===== config.mk =====
export PLATFORM = sky130hd
export DESIGN_NAME = effect_param_controller
export DESIGN_NICKNAME = d
export VERILOG_FILES = /design/src/rtl/effect_ctrl_pkg.sv /design/src/rtl/effect_param_controller_key_repeat.sv /design/src/rtl/effect_param_controller.sv
export SDC_FILE = /design/constraint.sdc
export NUM_CORES = 1
export LEC_CHECK = 0
export ABC_CLOCK_PERIOD_IN_PS = 9000
export CORE_MARGIN = 10
export CORE_UTILIZATION = 45
export DETAILED_ROUTE_END_ITERATION = 8
export PLACE_DENSITY_LB_ADDON = 0.08
export SYNTH_ARGS = -nofsm -noshare
export SYNTH_HDL_FRONTEND = slang
export SYNTH_SLANG_ARGS = --single-unit

===== constraint.sdc =====
create_clock -name CLK -period 9 [get_ports CLK]
set_clock_uncertainty 0.15 [all_clocks]
set_input_delay 2.25 -clock CLK [delete_from_list [all_inputs] [get_ports CLK]]
set_output_delay 2.25 -clock CLK [all_outputs]
set_load 0.02 [all_outputs]

===== src/rtl/effect_ctrl_pkg.sv =====
// Shared types and per-parameter tables for the effect parameter controller.
// Index i of each table describes value[i]; up to MAX_PARAM parameters are supported.
package effect_ctrl_pkg;

    typedef enum logic {
        LINEAR,
        TIERED
    } param_mode_e;

    typedef enum logic [1:0] {
        IDLE,
        DEBOUNCE,
        HELD,
        REPEAT
    } key_state_e;

    localparam int MAX_PARAM = 16;

    localparam longint TIER_B0 = 100;
    localparam longint TIER_B1 = 500;
    localparam longint TIER_B2 = 1000;
    localparam int TIER_S0 = 10;
    localparam int TIER_S1 = 50;
    localparam int TIER_S2 = 100;
    localparam int TIER_S3 = 500;

    localparam int P_MIN [MAX_PARAM] = '{
        0, 1, 1, -1000, -1000, -1000, -1000, -1000,
        -1000, -1000, -1000, -1000, -1000, -1000, -1000, -1000
    };
    localparam int P_MAX [MAX_PARAM] = '{
        2000, 50, 50, 1000, 1000, 1000, 1000, 1000,
        1000, 1000, 1000, 1000, 1000, 1000, 1000, 1000
    };
    localparam int P_DEF [MAX_PARAM] = '{
        90, 1, 49, 1000, 0, 0, 0, 0,
        0, 0, 0, 0, 0, 0, 0, 0
    };
    localparam param_mode_e P_MODE [MAX_PARAM] = '{
        TIERED, LINEAR, LINEAR, TIERED, LINEAR, LINEAR, LINEAR, LINEAR,
        LINEAR, LINEAR, LINEAR, LINEAR, LINEAR, LINEAR, LINEAR, LINEAR
    };

    // Decrement tiers use <= so a step down from a boundary uses the finer size.
    function automatic int step_size(param_mode_e mode, logic up, longint v);
        int s;
        s = 1;
        if (mode == TIERED) begin
            if (up) begin
                if (v < TIER_B0)      s = TIER_S0;
                else if (v < TIER_B1) s = TIER_S1;
                else if (v < TIER_B2) s = TIER_S2;
                else                  s = TIER_S3;
            end else begin
                if (v <= TIER_B0)      s = TIER_S0;
                else if (v <= TIER_B1) s = TIER_S1;
                else if (v <= TIER_B2) s = TIER_S2;
                else                   s = TIER_S3;
            end
        end
        return s;
    endfunction

endpackage


===== src/rtl/effect_param_controller_key_repeat.sv =====
// One push key: 2-flop synchroniser, debounce FSM and auto-repeat timer.
// step_o pulses for one cycle on acceptance and on every repeat.
module key_repeat
    import effect_ctrl_pkg::*;
#(
    parameter int DEB_CYC = 500000,
    parameter int REP_DLY = 25000000,
    parameter int REP_PER = 5000000
) (
    input  logic CLK,
    input  logic RST_N,
    input  logic key_n_i,
    output logic step_o
);

    localparam int MAX_A   = (DEB_CYC > REP_DLY) ? DEB_CYC : REP_DLY;
    localparam int MAX_CYC = (MAX_A > REP_PER) ? MAX_A : REP_PER;
    localparam int CNT_W   = $clog2(MAX_CYC + 1);
    localparam logic [CNT_W-1:0] DEB_LAST = CNT_W'(DEB_CYC - 1);
    localparam logic [CNT_W-1:0] DLY_LAST = CNT_W'(REP_DLY - 1);
    localparam logic [CNT_W-1:0] PER_LAST = CNT_W'(REP_PER - 1);

    logic             sync1_q, sync2_q;
    key_state_e       state_q, state_d;
    logic [CNT_W-1:0] cnt_q, cnt_d;
    logic [CNT_W-1:0] hi_cnt_q, hi_cnt_d;

    always_ff @(posedge CLK) begin
        if (!RST_N) begin
            sync1_q  <= 1'b1;
            sync2_q  <= 1'b1;
            state_q  <= IDLE;
            cnt_q    <= '0;
            hi_cnt_q <= '0;
        end else begin
            sync1_q  <= key_n_i;
            sync2_q  <= sync1_q;
            state_q  <= state_d;
            cnt_q    <= cnt_d;
            hi_cnt_q <= hi_cnt_d;
        end
    end

    // The IDLE cycle that first sees the key low counts as the first low cycle.
    always_comb begin
        state_d  = state_q;
        cnt_d    = cnt_q;
        hi_cnt_d = hi_cnt_q;
        step_o   = 1'b0;
        case (state_q)
            IDLE: begin
                cnt_d    = '0;
                hi_cnt_d = '0;
                if (!sync2_q) begin
                    state_d = DEBOUNCE;
                    cnt_d   = CNT_W'(1);
                end
            end
            DEBOUNCE: begin
                if (sync2_q) begin
                    state_d = IDLE;
                    cnt_d   = '0;
                end else if (cnt_q == DEB_LAST) begin
                    state_d = HELD;
                    cnt_d   = '0;
                    step_o  = 1'b1;
                end else begin
                    cnt_d = cnt_q + CNT_W'(1);
                end
            end
            HELD, REPEAT: begin
                // A high glitch pauses the repeat timer rather than restarting it.
                if (sync2_q) begin
                    if (hi_cnt_q == DEB_LAST) begin
                        state_d  = IDLE;
                        cnt_d    = '0;
                        hi_cnt_d = '0;
                    end else begin
                        hi_cnt_d = hi_cnt_q + CNT_W'(1);
                    end
                end else begin
                    hi_cnt_d = '0;
                    if (cnt_q == ((state_q == HELD) ? DLY_LAST : PER_LAST)) begin
                        state_d = REPEAT;
                        cnt_d   = '0;
                        step_o  = 1'b1;
                    end else begin
                        cnt_d = cnt_q + CNT_W'(1);
                    end
                end
            end
            default: state_d = IDLE;
        endcase
    end

endmodule


===== src/rtl/effect_param_controller.sv =====
// Key-driven editor for N_PARAM signed effect parameters with per-parameter
// step modes and saturation limits taken from effect_ctrl_pkg.
module effect_param_controller
    import effect_ctrl_pkg::*;
#(
    parameter int N_PARAM = 4,
    parameter int VAL_W   = 32,
    parameter int DEB_CYC = 500000,
    parameter int REP_DLY = 25000000,
    parameter int REP_PER = 5000000
) (
    input  logic                            CLK,
    input  logic                            RST_N,
    input  logic                            key3,
    input  logic                            key2,
    input  logic [9:0]                      SW,
    output logic [N_PARAM-1:0][VAL_W-1:0]   value,
    output logic                            disabled,
    output logic                            changed
);

    localparam logic [4:0] N_LIM = 5'(N_PARAM);

    // {SW[9], SW[3:0]}; the remaining switches have no function.
    logic [4:0] sw_s1_q, sw_s2_q;
    logic       unused_sw;
    logic       inc_step, dec_step;
    logic       step_any, up;
    logic [3:0] sel;
    logic       sel_ok;

    logic [N_PARAM-1:0][VAL_W-1:0] value_q, value_d;
    logic [N_PARAM-1:0]            chg;
    logic                          disabled_q, changed_q;

    assign unused_sw = ^SW[8:4];

    key_repeat #(
        .DEB_CYC(DEB_CYC),
        .REP_DLY(REP_DLY),
        .REP_PER(REP_PER)
    ) u_inc (
        .CLK    (CLK),
        .RST_N  (RST_N),
        .key_n_i(key2),
        .step_o (inc_step)
    );

    key_repeat #(
        .DEB_CYC(DEB_CYC),
        .REP_DLY(REP_DLY),
        .REP_PER(REP_PER)
    ) u_dec (
        .CLK    (CLK),
        .RST_N  (RST_N),
        .key_n_i(key3),
        .step_o (dec_step)
    );

    // Simultaneous increment and decrement cancel each other.
    assign step_any = inc_step ^ dec_step;
    assign up       = inc_step;
    assign sel      = sw_s2_q[3:0];
    assign sel_ok   = ({1'b0, sel} < N_LIM);

    for (genvar gi = 0; gi < N_PARAM; gi++) begin : g_param
        logic signed [VAL_W:0] old_w, step_w, sum_w, min_w, max_w, clamp_w;
        logic                  hit;

        assign old_w  = {value_q[gi][VAL_W-1], value_q[gi]};
        assign step_w = (VAL_W+1)'(step_size(P_MODE[gi], up, longint'($signed(value_q[gi]))));
        assign min_w  = (VAL_W+1)'(P_MIN[gi]);
        assign max_w  = (VAL_W+1)'(P_MAX[gi]);
        assign sum_w  = up ? (old_w + step_w) : (old_w - step_w);

        always_comb begin
            clamp_w = sum_w;
            if (sum_w < min_w)      clamp_w = min_w;
            else if (sum_w > max_w) clamp_w = max_w;
        end

        assign hit          = step_any && sel_ok && (sel == 4'(gi));
        assign value_d[gi]  = hit ? clamp_w[VAL_W-1:0] : value_q[gi];
        assign chg[gi]      = hit && (clamp_w != old_w);
    end

    always_ff @(posedge CLK) begin
        if (!RST_N) begin
            sw_s1_q    <= '1;
            sw_s2_q    <= '1;
            disabled_q <= 1'b1;
            changed_q  <= 1'b0;
            for (int i = 0; i < N_PARAM; i++) begin
                value_q[i] <= VAL_W'(P_DEF[i]);
            end
        end else begin
            sw_s1_q    <= {SW[9], SW[3:0]};
            sw_s2_q    <= sw_s1_q;
            disabled_q <= ~sw_s2_q[4];
            changed_q  <= |chg;
            value_q    <= value_d;
        end
    end

    assign value    = value_q;
    assign disabled = disabled_q;
    assign changed  = changed_q;

endmodule


[Word-level counts from Yosys, hierarchy flattened]
Cells that the tools add are included.
Cells by class
  add/sub/neg operators: 12
  magnitude comparators: 21
  equality and inequality tests: 27
  multiplexer cells: 72
  bitwise operators: 2
  reduce and logical (&&, ||, !) cells: 19
Operators by type and width (number)
  $mux W25: 16
  $mux W33: 12
  $pmux W25 S3: 2
  $ne A33 B32 Y1: 4
  $mux W9: 14
  $add A25 B1 Y25 const B: 4
  $eq A25 B19 Y1 const B: 4
  $pmux W25 S2: 2
  $add A32 B2 Y33 const B: 2
  $add A32 B32 Y33: 2
  $gt A33 B7 Y1 const B: 2
  $lt A33 B2 Y1 const B: 2
  $sub A32 B2 Y33 const B: 2
  $sub A32 B32 Y33: 2
  $le A32 B10 Y1 const B: 2
  $le A32 B11 Y1 const B: 2
  $le A32 B8 Y1 const B: 2
  $lt A32 B10 Y1 const B: 2
  $lt A32 B11 Y1 const B: 2
  $lt A32 B8 Y1 const B: 2
  $eq A25 B25 Y1: 2
  $gt A33 B11 Y1 const B: 1
  $gt A33 B12 Y1 const B: 1
  $lt A33 B1 Y1 const B: 1
  other kinds (22): 66
Word-level totals
  register bits: 248
  bits of input ports: 14
  output and inout bits: 130

[Longest topological paths before layout]
  word-level depth: 15
  depth in mapped cells: 29
  gate-level depth less buffers: 27

[By module]
From an unflattened synthesis, not the netlist that was laid out.
Unflattened totals
  cell total of the unflattened synthesis: 2712
  area total of the unflattened synthesis: 20334.5 sq um
By module, submodules not included
  effect_param_controller: instances 1, cells each 1982, area each 14493.9 sq um, sequential area each 2802.7 sq um
  key_repeat: instances 2, cells each 365, area each 2920.3 sq um, sequential area each 1081.0 sq um

[Least setup slack after synthesis]
Ideal clock, no wire load.
  path kind: register -> register
  from: register u_inc.cnt_q[13]
  to: register changed_q (netlist: changed)
  setup time: 0.140 ns
  data arrival time: 6.290 ns
  required time: 8.710 ns
  setup slack: 2.420 ns
  cell stages (with the launch flop): 29
  path buffers: 2
  period minus slack after synthesis: 6.580 ns
  cell sequence: dfxtp_1 -> and3b_1 -> or4b_1 -> a2111oi_2 -> a21oi_1 -> nor2_4 -> inv_2 -> nor2_1 -> o21ai_0 -> ha_1 -> nand2_1 -> nand2_1 -> ha_1 -> buf_2 -> a211o_1 -> a21oi_1 -> a2111oi_1 -> o21ai_0 -> a2111oi_0 -> o211a_1 -> nand4_1 -> and4b_1 -> nor2_1 -> or2_0 -> clkbuf_1 -> o211a_1 -> o21ai_0 -> nor4bb_1 -> o211ai_1
On the way
  longest elaborated chain between the ends: 13
  elaborated cells between the ends (all ways): 48
  classes of those cells: add/sub: 4; order compare: 8; eq/ne: 6; mux: 19; bitwise: 1; reduce/logical: 10
RTL lines
  from (decl): RTL line effect_param_controller_key_repeat.sv:25  | logic [CNT_W-1:0] cnt_q, cnt_d;
  from (signal assigned): RTL line effect_param_controller_key_repeat.sv:39  | cnt_q <= cnt_d;
  $eq A25 B25 Y1 or $eq A25 B19 Y1 (tied branches): RTL line effect_param_controller_key_repeat.sv:83, effect_param_controller_key_repeat.sv:63
  $mux W1, on equally long branches: RTL line effect_param_controller_key_repeat.sv:83, effect_param_controller_key_repeat.sv:63
  $mux W1, on equally long branches: RTL line effect_param_controller_key_repeat.sv:73, effect_param_controller_key_repeat.sv:60
  $pmux W1 S2 (*): RTL line effect_param_controller_key_repeat.sv:50  | case (state_q)
  $mux W9: RTL line effect_ctrl_pkg.sv:49  | if (up) begin
  $sub A32 B32 Y33 or $add A32 B32 Y33 (tied branches): RTL line effect_param_controller.sv:74  | assign sum_w = up ? (old_w + step_w) : (old_w - step_w);
  $mux W33: RTL line effect_param_controller.sv:74
  $gt A33 B12 Y1 or $gt A33 B11 Y1 (tied branches): RTL line effect_param_controller.sv:79  | else if (sum_w > max_w) clamp_w = max_w;
  $mux W33: RTL line effect_param_controller.sv:79
  $mux W33: RTL line effect_param_controller.sv:78  | if (sum_w < min_w) clamp_w = min_w;
  $ne A33 B32 Y1: RTL line effect_param_controller.sv:84  | assign chg[gi] = hit && (clamp_w != old_w);
  $logic_and A1 B1 Y1: RTL line effect_param_controller.sv:84
  $reduce_or A4 Y1 (*): RTL line effect_param_controller.sv:100  | changed_q <= |chg;
  to (signal assigned): RTL line effect_param_controller.sv:100
  to (decl): RTL line effect_param_controller.sv:34  | logic disabled_q, changed_q;
Every way passes the cells marked *; elsewhere a longest branch is shown, timed or not.
A chain may end at the register's enable or synchronous reset.

[Worst setup path in the final report]
Ends and elaborated chain as after synthesis.

==> metrics <==
Total Neg Setup Slack=0 ns; Final ANT Viol Nets=0; r2r startpoint=u_inc.cnt_q[13]; initial antenna violation count=0; fin crit share=89.6%; Synth Area in Compound Gates=23.3%; endpoints failing hold=0; GR Overflow Total=0; # setup viols final=0; clock share of power=52.5%; Worst Setup EP=changed; PD cells=114 nW/µm²; CP Data Required Time=9.29 ns; global-route wire length before repair=94500 µm; Syn Inst Count=2549; drt initial violations=1591; leakage power=9.33 nW; Post-Route WL=58600 µm; CTS buffer count=31; die width=228 µm; P&R area growth vs syn=14.4%; Final nets=2767; Post-Synth Simple-Gate Area=29.4%; # IOs=144; Setup CP Type=reg -> reg; Peak VDD IR=0.166 mV; total power draw=2.53 mW; Mapped Avg Cell Area=7.64 µm²; Die ar.=52000 µm²; Data arrival, critical path=8.35 ns; share of cells above drive strength 1=4.02%; Place WS=1.05 ns; hold buffers post-CTS=0; pin count of the biggest net entering global routing=94; gp weighted congestion=0.954; CP Launch Point=u_inc.cnt_q[13]; total setup buffers inserted after CTS=0; Root Driver=clkbuf_16; Clock H-tree levels=1; Comb pwr share=3.9%; # port buffers=138; GRT Util Overall=21.2%; Sw Pwr=0.573 mW; vias in the first global route=17.7k; hold_ws=0.214 ns; worst relative slew slack=17.1%; n_diodes=0; worst-path maximum fanout=51; Skew-Pair Late Insertion Delay=0.61 ns; distinct cell type count after synthesis=103; CTS tree=yes; drt drc=0; total number of vias=19.3k; Starting Density=45.4%; min Tclk post-route=8.06 ns; HPWL Detailed=44600 µm; post-synthesis instance area=19500 µm²; largest family of logic cells by synthesized area=simple AND/OR/NAND/NOR gates; Critical Path Sink Type=register; RSZ-0062 raised after global routing=no; Reg power frac=43.6%; post-synthesis mux area share=0.983%; Max Root-Sink Buffers=3; Hold Crit Class=reg -> reg; outcome=finished, final reports clean; internal power=1.96 mW; Yosys reg bits=248; worst r2r dst=changed; post-synthesis xor/xnor area fraction=7.50%; DRT Pass-1 Iters=6; number of max-cap violations=0; Rows=76; # clock sinks=248; CP Launch Type=register; Post-synth EDFFs=0; Seq/Total Area, Yosys=25.5%; Synth Flop Type=dfxtp_1; post_cts resized=0; Setup WS post-layout=0.940 ns; YS warnings=0; switching share of power=22.6%; Reg2Reg Depth=27; clk slew on worst S/H paths=0.06 ns; wire per inst=18.2 µm; final max-slew violation count=0; via/cell ratio=5.98; Die Height=228 µm; Core ar.=42900 µm²; Synth async-reset ratio=0%; Slew @ Worst Pin=1.24 ns; Adder-Cell Fraction of Synth Area=9.09%; reg2reg setup slack=0.94 ns; FMAX=0.124 GHz
==> per-layer routing <==
| layer | wire length, µm | track usage (%) | part of all wire [%] |
|---|---|---|---|
| met5 | 0 | 0 | 0 |
| met4 | 1090 | 4.35 | 1.9 |
| met3 | 3340 | 3.43 | 5.7 |
| met2 | 26700 | 34.6 | 45 |
| met1 | 27500 | 29.1 | 47 |
==> power by group through the flow <==
| stage | combinational, mW | clock (mW) | sequential (mW) |
|---|---|---|---|
| 2_1_floorplan | 0.0712 | 0 | 1.13 |
| 3_3_place_gp | 0.0962 | 0 | 1.13 |
| 3_5_place_dp | 0.0970 | 0 | 1.13 |
| 4_1_cts | 0.0975 | 1.36 | 1.11 |
| 5_1_grt | 0.109 | 1.40 | 1.11 |
| 6_report | 0.0987 | 1.33 | 1.11 |
==> worst max-delay path: stages, from the launching register on <==
cell       delay [ns]
dfxtp_1          0.43
and3b_1          0.26
or4b_1           0.49
a2111oi_2        0.53
a21oi_1          0.14
nor2_4           0.12
inv_2            0.21
buf_4            0.41
nand2_1          0.20
a211oi_1         0.08
nor2_1           0.10
ha_1             0.18
inv_1            0.06
fa_1             0.41
nor2b_1          0.18
o2111ai_1        0.22
a21o_1           0.31
a21oi_1          0.47
a2111oi_0        0.22
a311oi_1         0.62
nor4b_1          0.29
and4b_1          0.37
nor2_1           0.15
or2_0            0.39
o22ai_1          0.18
nand4_1          0.13
nor4bb_1         0.45
o211ai_1         0.13
==> metrics by stage <==
step | cells | util [%] | area, µm²
final | 3219 | 51.9 | 22300
after global routing | 3219 | 51.9 | 22300
after CTS | 3219 | 51.9 | 22300
after detailed placement | 3166 | 49.4 | 21200
after global placement | 3166 | 49.4 | 21200
after floorplan | 2552 | - | 19500
==> registers in the layout (all words and copies together), names as in the netlist, 2 cells and up <==
signal          flops
u_inc.state_q       2
value             128
sw_s1_q             5
sw_s2_q             5
u_dec.cnt_q        25
u_dec.state_q       2
u_inc.hi_cnt_q     25
u_dec.hi_cnt_q     25
u_inc.cnt_q        25
==> worst min-delay path by stage <==
stage	startpoint	to	slack [ns]	cells past startpoint
6_report	sw_s2_q[4]	disabled	0.21	1
5_1_grt	sw_s2_q[4]	disabled	0.23	1
4_1_cts	sw_s2_q[4]	disabled	0.22	1
3_5_place_dp	sw_s2_q[4]	disabled	0.20	1
3_3_place_gp	sw_s2_q[4]	disabled	0.20	1
2_1_floorplan	sw_s2_q[4]	disabled	0.19	1
==> layout make-up <==
cell class / instances / area, µm²
Multi-Input combinational cell: 2095 / 13700
Clock buffer: 40 / 870
Timing Repair Buffer: 148 / 1450
Sequential cell: 248 / 4960
Inverter: 90 / 338
Fill cell: 4140 / 20600
Clock inverter: 13 / 224
Tap cell: 585 / 732
==> cells in the mapped netlist (all sizes together) (9+ instances only) <==
master,count,area [µm²]
and3,109,682
inv,90,338
o311ai,13,114
and2,30,190
a221oi,9,85.1
nor2b,25,156
xor2,81,717
nand2,245,920
nor2,235,890
nand3b,12,90.1
o221ai,14,129
a21oi,178,898
buf,19,103
o21a,50,375
a2111oi,14,143
nor4,64,415
nand3,94,470
a31oi,31,194
clkbuf,100,375
o21ai,111,556
o211ai,20,150
or3,20,125
nand2b,41,264
a21boi,21,158
a211oi,20,155
or4,9,67.6
dfxtp,248,4960
xnor2,84,743
a211o,9,78.8
o21bai,27,210
and4,11,96.3
or2,11,68.8
o22ai,15,100
mux2i,12,120
nand4,70,438
a21o,52,390
ha,135,1690
nor3,65,325
nor4b,19,173
==> layout by cell type (no fill, tap or decap), types with 20 or more instances in the layout <==
cell	netlist	routed
clkdlybuf4s50_1	0	137
nand2_1	245	245
and2_1	29	29
clkbuf_16	0	31
nor3_1	65	65
nand2b_1	40	40
o21a_1	50	50
a31oi_1	31	31
nand4_1	70	70
or3_1	20	20
xnor2_1	83	83
xor2_1	80	80
nor4_1	63	63
inv_1	89	89
o21ai_0	103	103
o211ai_1	20	20
a21boi_0	21	20
and3_1	109	109
a21oi_1	176	176
o21bai_1	25	25
a21o_1	52	52
nor2b_1	25	25
nand3_1	94	94
dfxtp_1	248	248
nor2_1	234	234
ha_1	135	135
==> cells by family after synthesis <==
| logic type | Yosys count |
|---|---|
| compound gates | 672 |
| flops | 248 |
| buf+inv | 209 |
| other cells | 1 |
| xor+xnor | 165 |
| simple gates | 1097 |
| fa+ha+maj | 139 |
| mux | 18 |
Note: power is estimated with default switching activity, not from simulation.
